==> src/rtl/alu_decoder_mc.sv <==
// alu_decoder_mc
//   Registered ALU control decoder for the MIPS datapath. Maps the main
//   decoder's alu_op class and the R-type funct field to a CTRL_W-bit ALU
//   control code (zero-extended 4-bit codes), flags unsupported functs, and
//   sequences fixed-latency multiply/divide operations with a stall.
//
//   Build option: define ALU_DEC_MD_EN to compile in the mult/div sequencer
//   (IDLE/RUN/DONE FSM, latency counter, md_* outputs). Without it the
//   mult/div functs decode as illegal single-cycle ops, in_ready is tied
//   high and all md_* / stall outputs are tied low.
//
// Parameters
//   CTRL_W      width of alu_control (>= 4)
//   MD_LATENCY  cycles a mult/div op occupies the unit (>= 2)
//
// Ports
//   clk, reset       clock (rising edge), async active-high reset
//   in_valid/ready   upstream handshake for funct/alu_op
//   funct, alu_op    instruction funct field, main-decoder class
//   alu_control      registered ALU op code
//   out_valid        one-cycle pulse qualifying alu_control/illegal
//   illegal          funct unsupported (qualified by out_valid)
//   md_start         one-cycle launch pulse to the mult/div unit
//   md_op            00 MULT, 01 MULTU, 10 DIV, 11 DIVU; held while busy
//   md_busy, stall   mult/div op in flight (stall mirrors md_busy)

module alu_decoder_mc #(
  parameter int CTRL_W     = 4,
  parameter int MD_LATENCY = 32
) (
  input  logic              clk,
  input  logic              reset,
  input  logic              in_valid,
  output logic              in_ready,
  input  logic [5:0]        funct,
  input  logic [1:0]        alu_op,
  output logic [CTRL_W-1:0] alu_control,
  output logic              out_valid,
  output logic              illegal,
  output logic              md_start,
  output logic [1:0]        md_op,
  output logic              md_busy,
  output logic              stall
);

  // Elaboration-time parameter sanity checks.
  if (CTRL_W < 4) begin : g_bad_ctrl_w
    $error("alu_decoder_mc: CTRL_W must be at least 4");
  end
  if (MD_LATENCY < 2) begin : g_bad_latency
    $error("alu_decoder_mc: MD_LATENCY must be at least 2");
  end

  localparam logic [3:0] C_ADD  = 4'b0000;
  localparam logic [3:0] C_SUB  = 4'b0001;
  localparam logic [3:0] C_AND  = 4'b0010;
  localparam logic [3:0] C_OR   = 4'b0011;
  localparam logic [3:0] C_XOR  = 4'b0100;
  localparam logic [3:0] C_NOR  = 4'b0101;
  localparam logic [3:0] C_SLT  = 4'b0110;
  localparam logic [3:0] C_SLTU = 4'b0111;
  localparam logic [3:0] C_SLL  = 4'b1000;
  localparam logic [3:0] C_SRL  = 4'b1001;
  localparam logic [3:0] C_SRA  = 4'b1010;
  localparam logic [3:0] C_MD   = 4'b1111;

  typedef struct packed {
    logic [3:0] code;
    logic       ill;
    logic       md;
  } dec_t;

  dec_t dec;

  // Combinational decode of the presented request; only consumed at the
  // accepting edge, so nothing upstream is registered here.
  always_comb begin
    dec = '{code: C_ADD, ill: 1'b0, md: 1'b0};
    case (alu_op)
      2'b00: dec.code = C_ADD;
      2'b01: dec.code = C_SUB;
      2'b11: dec.code = C_SLT;
      default: begin
        case (funct)
          6'b100000, 6'b100001: dec.code = C_ADD;
          6'b100010, 6'b100011: dec.code = C_SUB;
          6'b100100:            dec.code = C_AND;
          6'b100101:            dec.code = C_OR;
          6'b100110:            dec.code = C_XOR;
          6'b100111:            dec.code = C_NOR;
          6'b101010:            dec.code = C_SLT;
          6'b101011:            dec.code = C_SLTU;
          6'b000000:            dec.code = C_SLL;
          6'b000010:            dec.code = C_SRL;
          6'b000011:            dec.code = C_SRA;
`ifdef ALU_DEC_MD_EN
          6'b011000, 6'b011001, 6'b011010, 6'b011011: begin
            dec.code = C_MD;
            dec.md   = 1'b1;
          end
`endif
          default:              dec.ill  = 1'b1;  // code stays ADD
        endcase
      end
    endcase
  end

`ifdef ALU_DEC_MD_EN

  typedef enum logic [1:0] {IDLE, RUN, DONE} state_t;

  localparam int CNT_W = $clog2(MD_LATENCY);

  state_t           state;
  logic [CNT_W-1:0] cnt;

  assign in_ready = (state == IDLE);
  assign stall    = md_busy;

  // Counter is loaded only from IDLE and holds at 0 on the RUN->DONE edge,
  // so it never wraps.
  always_ff @(posedge clk or posedge reset) begin
    if (reset) begin
      state       <= IDLE;
      cnt         <= '0;
      alu_control <= '0;
      out_valid   <= 1'b0;
      illegal     <= 1'b0;
      md_start    <= 1'b0;
      md_op       <= 2'b00;
      md_busy     <= 1'b0;
    end else begin
      out_valid <= 1'b0;
      md_start  <= 1'b0;
      case (state)
        IDLE: begin
          if (in_valid) begin
            if (dec.md) begin
              state    <= RUN;
              cnt      <= CNT_W'(MD_LATENCY - 1);
              md_op    <= funct[1:0];
              md_start <= 1'b1;
              md_busy  <= 1'b1;
            end else begin
              alu_control <= CTRL_W'(dec.code);
              illegal     <= dec.ill;
              out_valid   <= 1'b1;
            end
          end
        end
        RUN: begin
          if (cnt == '0) begin
            state       <= DONE;
            md_busy     <= 1'b0;
            alu_control <= CTRL_W'(C_MD);
            illegal     <= 1'b0;
            out_valid   <= 1'b1;
          end else begin
            cnt <= cnt - 1'b1;
          end
        end
        DONE:    state <= IDLE;
        default: state <= IDLE;
      endcase
    end
  end

`else

  assign in_ready = 1'b1;
  assign md_start = 1'b0;
  assign md_op    = 2'b00;
  assign md_busy  = 1'b0;
  assign stall    = 1'b0;

  always_ff @(posedge clk or posedge reset) begin
    if (reset) begin
      alu_control <= '0;
      out_valid   <= 1'b0;
      illegal     <= 1'b0;
    end else begin
      out_valid <= in_valid;
      if (in_valid) begin
        alu_control <= CTRL_W'(dec.code);
        illegal     <= dec.ill;
      end
    end
  end

`endif

endmodule

==> config.mk <==
export PLATFORM = sky130hd
export DESIGN_NAME = alu_decoder_mc
export DESIGN_NICKNAME = d
export VERILOG_FILES = /design/src/rtl/alu_decoder_mc.sv
export SDC_FILE = /design/constraint.sdc
export NUM_CORES = 1
export LEC_CHECK = 0
export BUFFER_PORTS_ARGS = -buffer_cell sky130_fd_sc_hd__clkbuf_2
export CELL_PAD_IN_SITES_DETAIL_PLACEMENT = 0
export CELL_PAD_IN_SITES_GLOBAL_PLACEMENT = 1
export CORE_MARGIN = 1
export CORE_UTILIZATION = 30
export DETAILED_ROUTE_END_ITERATION = 6
export PLACE_DENSITY_LB_ADDON = 0.1
export SLEW_MARGIN = 20
export SYNTH_ARGS = -nofsm -noshare
export SYNTH_HDL_FRONTEND = slang
export SYNTH_SLANG_ARGS = --single-unit
==> constraint.sdc <==
create_clock -name clk -period 0.8 [get_ports clk]
set_clock_uncertainty 0.1 [all_clocks]
set_input_delay 0.08 -clock clk [delete_from_list [all_inputs] [get_ports clk]]
set_output_delay 0.08 -clock clk [all_outputs]
set_load 0.01 [all_outputs]
======== Word level (Yosys, flattened, before mapping) ========
Cells that the tools add are included.
operators by class
  eq/ne operators ......................... 14
  multiplexer cells ....................... 4
  reduce and logical (&&, ||, !) cells .... 5
operator list
  operator                                             number
  equality test 6 bit, second input constant           10
  case mux 4 bit (10 select lines)                     1
  OR reduction 13 bit                                  1
  equality test 6 x 2 -> 1 bit, second input constant  2
  case mux 4 bit (3 select lines)                      1
  logical NOT 6 bit                                    1
  OR reduction 3 bit                                   1
  equality test 2 x 1 -> 1 bit, second input constant  1
  equality test 2 bit, second input constant           1
  logical NOT 2 bit                                    1
  2-to-1 mux 1 bit                                     2
  OR reduction 2 bit                                   1
word-level totals
  register bits after elaboration ......... 6
  input bits .............................. 11
  output and inout bits ................... 12

======== Depth between registers and ports, before layout ========
Gate-level depths: netlist of the first run.
  depth in word-level cells ............... 4
  mapped depth ............................ 5

======== Least setup slack after synthesis of the first run ========
No wires, ideal clock.
  kind .................................... in2reg
  start point ............................. in funct[3]
  end point ............................... reg alu_control[1]
  arrival time ............................ 0.876 ns
  setup slack ............................. -0.303 ns
  stages .................................. 5
  path buffers ............................ 1
  cells stage by stage .................... buf_2 > nor2b_4 > a32o_1 > a311oi_1 > o2bb2ai_1
on the way
  cells in the longest elaborated chain, start to end .. 4
RTL lines
  what                                line  RTL
  start: declaration                  35    input logic [5:0] funct,
  equality test 6 bit                 84    case (funct)
  OR reduction 2 bit                  84
  case mux 4 bit (10 select lines) *  84
  case mux 4 bit (3 select lines) *   79    case (alu_op)
  end signal: assignment              184   alu_control <= CTRL_W'(dec.code);
  end: declaration                    37    output logic [CTRL_W-1:0] alu_control,
Mark *: on every way between the ends. The rest lies on a longest branch, timed or not.
A chain may end at the register's enable or synchronous reset.

======== Worst setup path in the final report of the first run ========
  start point ............................. reg alu_control[2]
  end point ............................... out alu_control[2]
No word-level cell between the ends.

==> qor.tcl, run 1 <==
set qor(run_status) {finished with violations}
set qor(violations) {hold timing, setup timing}
set qor(die_width_um) 41.0
set qor(timing.final.hold_violations) 1
set qor(antenna_found_initial) 0
set qor(timing.critical_path.slowest_cell_delay_ns) 0.39
set qor(tritoncts_num_sinks) 6
set qor(critPathMaxFanout) 2
set qor(worst-endpoint-required_ns) 0.62
set qor(final_max_slew_viol_count) 0
set qor(globalRouteTotalUtil_pct) 17.7
set qor(place_inst) 94
set qor(mostFrequentLayoutCell) {sky130_fd_sc_hd__buf_4}
set qor(report.final.setup_viol) 9
set qor(sequential_cell_area_fraction_in_the_yosys_report_pct) 32.9
set qor(worstPathBufferInverterCount) 1
set qor(nNetsFinal) 99
set qor(vdd_drop_max_mv) 0.573
set qor(worst_hold_slack_ns) -0.0157
set qor(floorplan.initialDensity_pct) 33.8
set qor(post_route_antenna_net_violation_count) 0
set qor(netlist_instances) 52
set qor(grt-ovfl-total) 0
set qor(drc) 0
set qor(dp_hpwl_um) 866
set qor(die_y_um) 41.0
set qor(power-per-cell-area_mw_per_mm2) 1180
set qor(routed_wl_per_cell_um) 12.2
set qor(max-cap-violations) 0
set qor(clk_latency_ns) 0.25
set qor(critical_path_launch_point_type) {flop}
set qor(worst_path_max_delay_cell) {sky130_fd_sc_hd__dfrtp_1}
set qor(cp_data_arrival_time_ns) 0.77
set qor(postSynth.asyncResetShare_pct) 100
set qor(finalNonFillerCells) 101
set qor(cell_area_reported_after_detailed_placement_um2) 628
set qor(reg2reg_slack_ns) -0.05
set qor(wl_mm) 1.24
set qor(final_cell_mix) {sky130_fd_sc_hd__buf_4, sky130_fd_sc_hd__clkbuf_2, sky130_fd_sc_hd__inv_1}
set qor(netlist-cell-type-count) 26
set qor(critical_path.reg2reg.startpoint) {alu_control[2]}
set qor(synth_edf_count) 0
set qor(max_freq_ghz) 1.05
set qor(total_leakage_power_nw) 0.393
set qor(global_route_wire_length_before_repair_mm) 1.87
set qor(drt_iter0_markers) 3
set qor(fp-row-count) 13
set qor(cts_root_buffer) {sky130_fd_sc_hd__clkbuf_4}
set qor(post_route_cell_area_um2) 820
set qor(yosys_warnings) 0
set qor(crit_start) {alu_control[2]}
set qor(synth-seq-cells) 6
set qor(core_area_mm2) 0.00135
set qor(finalCritPeriodShare_pct) 119
set qor(maximum_number_of_pins_on_one_net_before_global_route_repair) 9
set qor(holdCritStartpoint) {in_valid}
set qor(gpl.final_weighted_congestion) 0.698
set qor(portBuffers) 16
set qor(cts_tree) {done}
set qor(finalWorstPathRequiredPeriod_ns) 0.953
set qor(ctsHtreeMaxLevel) 1
set qor(postSynthAreaPerCell_um2) 8.78
set qor(pin_count) 23
set qor(antenna_cells_inserted) 0
set qor(timing.setup.critical_path_class) {reg2out}
set qor(cts_hold_buf) 1
set qor(grt_setup_unrepaired) {true}
set qor(tritoncts.num_buffers) 3
set qor(smallest_setup_slack_after_layout_ns) -0.153
set qor(synth_top_flop_cell) {sky130_fd_sc_hd__dfrtp_1}
set qor(holdCritPathClass) {in2reg}
set qor(via_cell_ratio) 4.82
set qor(vias) 487
set qor(clk_pin_slew_ns) 0.05
set qor(dpl_worst_slack_ns) -0.379
set qor(clock_path_buffers) 2
set qor(grt_pass1_vias) 404
set qor(syn_to_final_growth_pct) 79.5
set qor(drt_pass1_iterations) 4
set qor(drive_above_1_share_pct) 59.3
set qor(cp_cell_sequence) {clkbuf_2}
set qor(cp_top_family) {flip-flops}
set qor(netlist_area_um2) 457
set qor(die_area_mm2) 0.00168
set qor(crit_path_end_kind) {output pin}
[where the power goes]
part	internal, mW	switching, mW
registers	0.325	0.0107
clock network	0.171	0.128
logic	0.177	0.158
total	0.673	0.296
[area by class of cell]
cell class                      count  area [um2]
Multi-Input combinational cell     35         343
Inverter                            7        26.3
Sequential cell                     6         150
Fill cell                         127         531
Clock buffer                        3        22.5
Tap cell                           15        18.8
Timing Repair Buffer               35         259
[flip-flops by register name (all words and copies together) (netlist names)]
register,flops
out_valid,1
illegal,1
alu_control,4
[synthesized netlist by cell type (2+ instances only)]
master / number / area [um2]
sky130_fd_sc_hd__inv_1: 7 / 26.3
sky130_fd_sc_hd__a211oi_1: 3 / 22.5
sky130_fd_sc_hd__conb_1: 2 / 7.51
sky130_fd_sc_hd__buf_2: 2 / 10.0
sky130_fd_sc_hd__dfrtp_1: 6 / 150
sky130_fd_sc_hd__o21ai_0: 2 / 10.0
sky130_fd_sc_hd__buf_4: 6 / 45.0
sky130_fd_sc_hd__a21oi_1: 2 / 10.0
sky130_fd_sc_hd__o2bb2ai_1: 3 / 26.3
sky130_fd_sc_hd__nand4bb_1: 2 / 22.5
sky130_fd_sc_hd__nand2_1: 2 / 7.51
[repair_timing]
| action | CTS | global route |
|---|---|---|
| resized for setup | 10 | 20 |
| setup endpoints to repair | 10 | 11 |
| pin swaps | 3 | 7 |
| setup buffers | 3 | 0 |
| hold endpoints to repair | 7 | 1 |
[path summary, 6_finish.rpt]
kind,depth (start not counted),to
worst max register to register,2,alu_control[2]
worst min register to register,1,alu_control[0]
max in group asynchronous,3,alu_control[2]
worst max-delay path,1,alu_control[2]
min in group asynchronous,3,illegal
worst min-delay path,2,out_valid
[metal layers]
| layer | track usage, % | vias to the layer above | share of wire (%) |
|---|---|---|---|
| met2 | 25.4 | 23 | 46 |
| li1 | - | 245 | - |
| met3 | 6.52 | 0 | 5.7 |
| met1 | 24.3 | 219 | 48 |
| met4 | 5.00 | 0 | 0 |
| met5 | 0 | - | 0 |
[stage by stage]
stage / hold WS (ns) / util (%) / power (mW) / TNS [ns]
floorplan: -0.229 / - / 0.475 / -0.397
global placement: -0.113 / 46.5 / 0.577 / -1.53
detailed placement: -0.109 / 46.5 / 0.577 / -1.53
CTS: -0.0226 / 55.0 / 0.935 / -0.882
global route: -0.00517 / 60.7 / 1.02 / -1.14
finish: -0.0157 / 60.7 / 0.969 / -0.918
[logic make-up (layout without fill, tap and decap cells)]
logic type / count (synthesis) / after routing / share of synthesized area [%]
AO/OA/AOI/OAI: 17 / 17 / 29.0
XOR/XNOR: 1 / 1 / 1.92
buffers and inverters: 15 / 45 / 17.8
flip-flops: 6 / 6 / 32.9
other: 2 / 6 / 1.64
AND/OR/NAND/NOR: 11 / 11 / 16.7
No activity file was read; power rests on OpenSTA's default activity.
==> run 2: changes to the inputs <==
- CTS_CLUSTER_SIZE: default -> 8
- SETUP_SLACK_MARGIN: default -> 0.2
==> run 2 against run 1 <==
- the flow still finishes with violations (hold timing, setup timing)
- first-iteration DRC count increased by 33%
- die area unchanged
- core utilization up 0.65 points
- critical path type unchanged
- largest power group unchanged
- highest routed layer unchanged
==> qor.tcl, run 2 (synthesized netlist as in run 1, its figures left out) <==
set qor(run_status) {finished with violations}
set qor(violations) {hold timing, setup timing}
set qor(vias) 493
set qor(wl_mm) 1.29
set qor(finalWorstPathRequiredPeriod_ns) 0.924
set qor(floorplan.initialDensity_pct) 33.8
set qor(report.final.setup_viol) 7
set qor(grt-ovfl-total) 0
set qor(max_freq_ghz) 1.08
set qor(fp-row-count) 13
set qor(cts_root_buffer) {sky130_fd_sc_hd__clkbuf_4}
set qor(drive_above_1_share_pct) 61.2
set qor(global_route_wire_length_before_repair_mm) 1.90
set qor(clock_path_buffers) 2
set qor(r2r-end) {alu_control[0]}
set qor(cts_tree) {done}
set qor(crit_start) {alu_control[1]}
set qor(syn_to_final_growth_pct) 81.4
set qor(mostFrequentLayoutCell) {sky130_fd_sc_hd__buf_4}
set qor(finalNonFillerCells) 100
set qor(die_width_um) 41.0
set qor(critical_path_launch_point_type) {flop}
set qor(worst_path_max_delay_cell) {sky130_fd_sc_hd__dfrtp_1}
set qor(rr_worst_depth) 1
set qor(tritoncts_num_sinks) 6
set qor(portBuffers) 16
set qor(globalRouteTotalUtil_pct) 17.9
set qor(top_register) {alu_control}
set qor(antenna_cells_inserted) 0
set qor(clk_latency_ns) 0.24
set qor(reg2reg_slack_ns) 0.02
set qor(final_cell_mix) {sky130_fd_sc_hd__buf_4, sky130_fd_sc_hd__clkbuf_2, sky130_fd_sc_hd__conb_1, sky130_fd_sc_hd__dfrtp_1, sky130_fd_sc_hd__inv_1}
set qor(grt_setup_unrepaired) {true}
set qor(timing.setup.critical_path_class) {reg2out}
set qor(dp_hpwl_um) 918
set qor(smallest_setup_slack_after_layout_ns) -0.124
set qor(antenna_found_initial) 0
set qor(gpl.final_weighted_congestion) 0.775
set qor(nNetsFinal) 98
set qor(post_route_antenna_net_violation_count) 0
set qor(worst-endpoint-required_ns) 0.62
set qor(drt_iter0_markers) 4
set qor(via_cell_ratio) 4.93
set qor(cp_data_arrival_time_ns) 0.74
set qor(cts_post_setup_buffers_inserted) 0
set qor(hold_path_depth) 2
set qor(timing.final.hold_violations) 1
set qor(finalCritPeriodShare_pct) 116
set qor(die_area_mm2) 0.00168
set qor(drt_pass1_iterations) 4
set qor(clk_pin_slew_ns) 0.04
set qor(setup-tns-final_ns) -0.717
set qor(die_y_um) 41.0
set qor(cts_hold_buf) 1
set qor(maximum_number_of_pins_on_one_net_before_global_route_repair) 8
set qor(critPathMaxFanout) 2
set qor(crit_path_end_kind) {output pin}
set qor(dpl_worst_slack_ns) -0.367
set qor(max-cap-violations) 0
set qor(tritoncts.num_buffers) 3
set qor(vdd_drop_max_mv) 0.798
set qor(fin_util_pct) 61.4
set qor(holdCritPathClass) {in2reg}
set qor(grt_pass1_vias) 460
set qor(cp_cell_sequence) {clkbuf_2}
set qor(routed_wl_per_cell_um) 12.9
set qor(power-per-cell-area_mw_per_mm2) 1120
set qor(largest_register_ff_count) 4
set qor(drc) 0
set qor(holdCritStartpoint) {in_valid}
set qor(pin_count) 23
set qor(ctsHtreeMaxLevel) 1
set qor(critical_path.reg2reg.startpoint) {alu_control[0]}
set qor(final_max_slew_viol_count) 0
set qor(largest_registers) {alu_control (4), illegal (1), out_valid (1)}
set qor(place_inst) 96
set qor(timing.critical_path.slowest_cell_delay_ns) 0.38
set qor(cp_top_family) {flip-flops}
set qor(worst_hold_slack_ns) -0.0000563
set qor(total_leakage_power_nw) 0.388
set qor(hold-path-endpoint) {out_valid}
set qor(worstPathBufferInverterCount) 1
set qor(core_area_mm2) 0.00135
run 2: changes by cell type in the layout (fill, tap and decap cells not counted), sizes merged:
| cell | before | now |
|---|---|---|
| buf | 22 | 19 |
| clkbuf | 15 | 17 |
| clkinvlp | 0 | 1 |
| inv | 7 | 6 |
run 2: power by group:
part | internal, mW | switching, mW | total, mW
combinational | 0.176 | 0.154 | 0.330
sequential | 0.325 | 0.00968 | 0.335
clock | 0.169 | 0.0950 | 0.264
run 2: layer usage:
layer | GRT usage [%] | share of wire, % | up-vias
li1 | - | - | 242
met2 | 32.4 | 56 | 17
met4 | 10.0 | 0 | 0
met5 | 0 | 0 | -
met3 | 3.80 | 4.3 | 0
met1 | 18.7 | 39 | 234
run 2: how the worst max path moves through the flow:
stage	to	slack, ns	cells past startpoint
5_1_grt	illegal	-0.16	1
3_3_place_gp	alu_control[1]	-0.35	5
4_1_cts	alu_control[3]	-0.14	1
3_5_place_dp	alu_control[1]	-0.37	5
6_report	alu_control[1]	-0.12	1
2_1_floorplan	alu_control[1]	-0.15	5
run 2: cell type report:
cell class / instances / area [um2]
clock buffers: 3 / 22.5
inverters: 7 / 32.5
multi-input cells: 35 / 318
well taps: 15 / 18.8
flip-flops and latches: 6 / 150
fillers: 135 / 522
repair buffers: 34 / 287
run 2: repair_timing:
action                     4_1_cts  5_1_grt
pin swaps                       12        3
setup endpoints to repair       11       17
hold endpoints to repair         7        1
gates resized for setup         23        6
run 2: per-stage QoR:
step,area [um2],total power [mW],hold WS [ns]
after CTS,806,0.933,-0.0228
after floorplan,497,0.480,-0.229
final,828,0.929,-0.0000563
after global placement,656,0.594,-0.115
after global routing,828,0.990,-0.00232
after detailed placement,656,0.594,-0.117
==> run 3: changes to the inputs <==
- clock period: 0.8 -> 0.99 ns (I/O delays scaled with it)
==> run 3 against run 2 <==
- setup slack gained 0.16 ns
- register-to-register slack better by 0.05 ns
- combinational power decreased by 19%
- critical endpoint is now alu_control[2]
- non-clock buffer count rose by 3
- final area fell by 3.3%
- critical path type unchanged
- the run now ends clean
- critical path depth did not move
- core utilization shrank 2.0 points
- sequential cell count is the same
- clock power shrank 12%
==> qor.tcl, run 3 (synthesized netlist as in run 1, its figures left out) <==
set qor(clk_latency_ns) 0.25
set qor(crit_path_end_kind) {output pin}
set qor(tritoncts_num_sinks) 6
set qor(antenna_found_initial) 0
set qor(final_max_slew_viol_count) 0
set qor(clk_pin_slew_ns) 0.05
set qor(setup-tns-final_ns) 0
set qor(nNetsFinal) 101
set qor(timing.final.hold_violations) 0
set qor(die_y_um) 41.0
set qor(post_route_antenna_net_violation_count) 0
set qor(cp_data_arrival_time_ns) 0.76
set qor(cp_top_family) {flip-flops}
set qor(globalRouteTotalUtil_pct) 16.0
set qor(report.final.setup_viol) 0
set qor(die_area_mm2) 0.00168
set qor(routed_wl_per_cell_um) 11.0
set qor(largest_register_ff_count) 4
set qor(wl_mm) 1.13
set qor(drc) 0
set qor(place_inst) 94
set qor(drt_pass1_iterations) 2
set qor(via_cell_ratio) 4.81
set qor(pin_count) 23
set qor(finalNonFillerCells) 103
set qor(ctsHtreeMaxLevel) 1
set qor(final_cell_mix) {sky130_fd_sc_hd__buf_4, sky130_fd_sc_hd__clkbuf_2, sky130_fd_sc_hd__inv_1, sky130_fd_sc_hd__conb_1, sky130_fd_sc_hd__dfrtp_1}
set qor(finalCritPeriodShare_pct) 96.4
set qor(grt_pass1_vias) 419
set qor(die_width_um) 41.0
set qor(drt_iter0_markers) 3
set qor(maximum_number_of_pins_on_one_net_before_global_route_repair) 9
set qor(antenna_cells_inserted) 0
set qor(worstPathBufferInverterCount) 1
set qor(clock_path_buffers) 2
set qor(worst_path_max_delay_cell) {sky130_fd_sc_hd__dfrtp_1}
set qor(worst_hold_slack_ns) 0.0233
set qor(cell_area_reported_after_detailed_placement_um2) 628
set qor(critPathMaxFanout) 2
set qor(holdCritPathClass) {in2reg}
set qor(cp_cell_sequence) {buf_2}
set qor(max_freq_ghz) 1.05
set qor(syn_to_final_growth_pct) 75.3
set qor(floorplan.initialDensity_pct) 33.8
set qor(portBuffers) 16
set qor(finalWorstPathRequiredPeriod_ns) 0.954
set qor(top_register) {alu_control}
set qor(mostFrequentLayoutCell) {sky130_fd_sc_hd__buf_4}
set qor(total_leakage_power_nw) 0.401
set qor(vias) 495
set qor(global_route_wire_length_before_repair_mm) 1.73
set qor(timing.setup.critical_path_class) {reg2out}
set qor(core_area_mm2) 0.00135
set qor(critical_path_launch_point_type) {flop}
set qor(grt-ovfl-total) 0
set qor(hold_path_depth) 2
set qor(dp_hpwl_um) 868
set qor(largest_registers) {alu_control (4), illegal (1), out_valid (1)}
set qor(drive_above_1_share_pct) 58.0
set qor(max-cap-violations) 0
set qor(grt_setup_unrepaired) {true}
set qor(vdd_drop_max_mv) 0.442
set qor(cts_root_buffer) {sky130_fd_sc_hd__clkbuf_4}
set qor(timing.critical_path.slowest_cell_delay_ns) 0.37
set qor(power-per-cell-area_mw_per_mm2) 961
set qor(power.total_mw) 0.769
set qor(cp.depth) 1
set qor(post_route_cell_area_um2) 801
set qor(gpl.final_weighted_congestion) 0.697
set qor(worst-endpoint-required_ns) 0.79
set qor(run_status) {complete, no violations}
set qor(tritoncts.num_buffers) 3
set qor(fp-row-count) 13
set qor(rr_worst_depth) 3
set qor(cts_tree) {done}
==> run 3: cell types whose count changed in the layout (fill, tap and decap cells not counted), moves of 2 or more <==
cell and delta:
sky130_fd_sc_hd__o2bb2ai_1 -2, sky130_fd_sc_hd__o2bb2ai_2 +2, sky130_fd_sc_hd__clkbuf_8 -2, sky130_fd_sc_hd__buf_2 +2, sky130_fd_sc_hd__clkbuf_2 -2, sky130_fd_sc_hd__buf_4 +5
==> run 3: metrics by stage <==
step                setup slack, ns  util, %
global route              -0.000745     59.3
detailed placement           -0.223     46.5
floorplan                    0.0203        -
CTS                          0.0310     56.3
global placement             -0.212     46.5
finish                       0.0356     59.3
==> run 3: cell type report <==
cell class | instances | area, um2
fillers | 120 | 549
multi-input cells | 35 | 300
repair buffers | 37 | 283
flip-flops and latches | 6 | 150
inverters | 7 | 26.3
clock buffers | 3 | 22.5
well taps | 15 | 18.8
==> run 3: what timing repair did <==
action | in CTS | in global routing
pin swaps | 5 | 2
hold buffers | 1 | 0
endpoints found under the setup margin | 10 | 11
endpoints found under the hold margin | 6 | 0
buffers inserted | 5 | 0
resized for setup | 12 | 17
==> run 3: worst paths after layout <==
kind | end | from | slack [ns]
max in group asynchronous | alu_control[2] | reset | 0.41
worst max-delay path | alu_control[2] | alu_control[2] | 0.04
worst min register to register | alu_control[3] | alu_control[3] | 0.44
worst min-delay path | out_valid | in_valid | 0.02
worst max register to register | illegal | illegal | 0.07
min in group asynchronous | alu_control[0] | reset | 0.19
==> run 3: per-layer routing <==
layer | track usage (%) | wire, um | up-vias
li1 | - | - | 250
met1 | 20.8 | 514 | 225
met2 | 23.0 | 529 | 20
met3 | 7.61 | 87 | 0
met4 | 5.00 | 0 | 0
met5 | 0 | 0 | -
==> run 3: report_power, final <==
group | switching [mW] | leakage (nW) | internal [mW]
Combinational | 0.118 | 0.311 | 0.148
Sequential | 0.00809 | 0.0766 | 0.263
Clock | 0.0947 | 0.0138 | 0.138
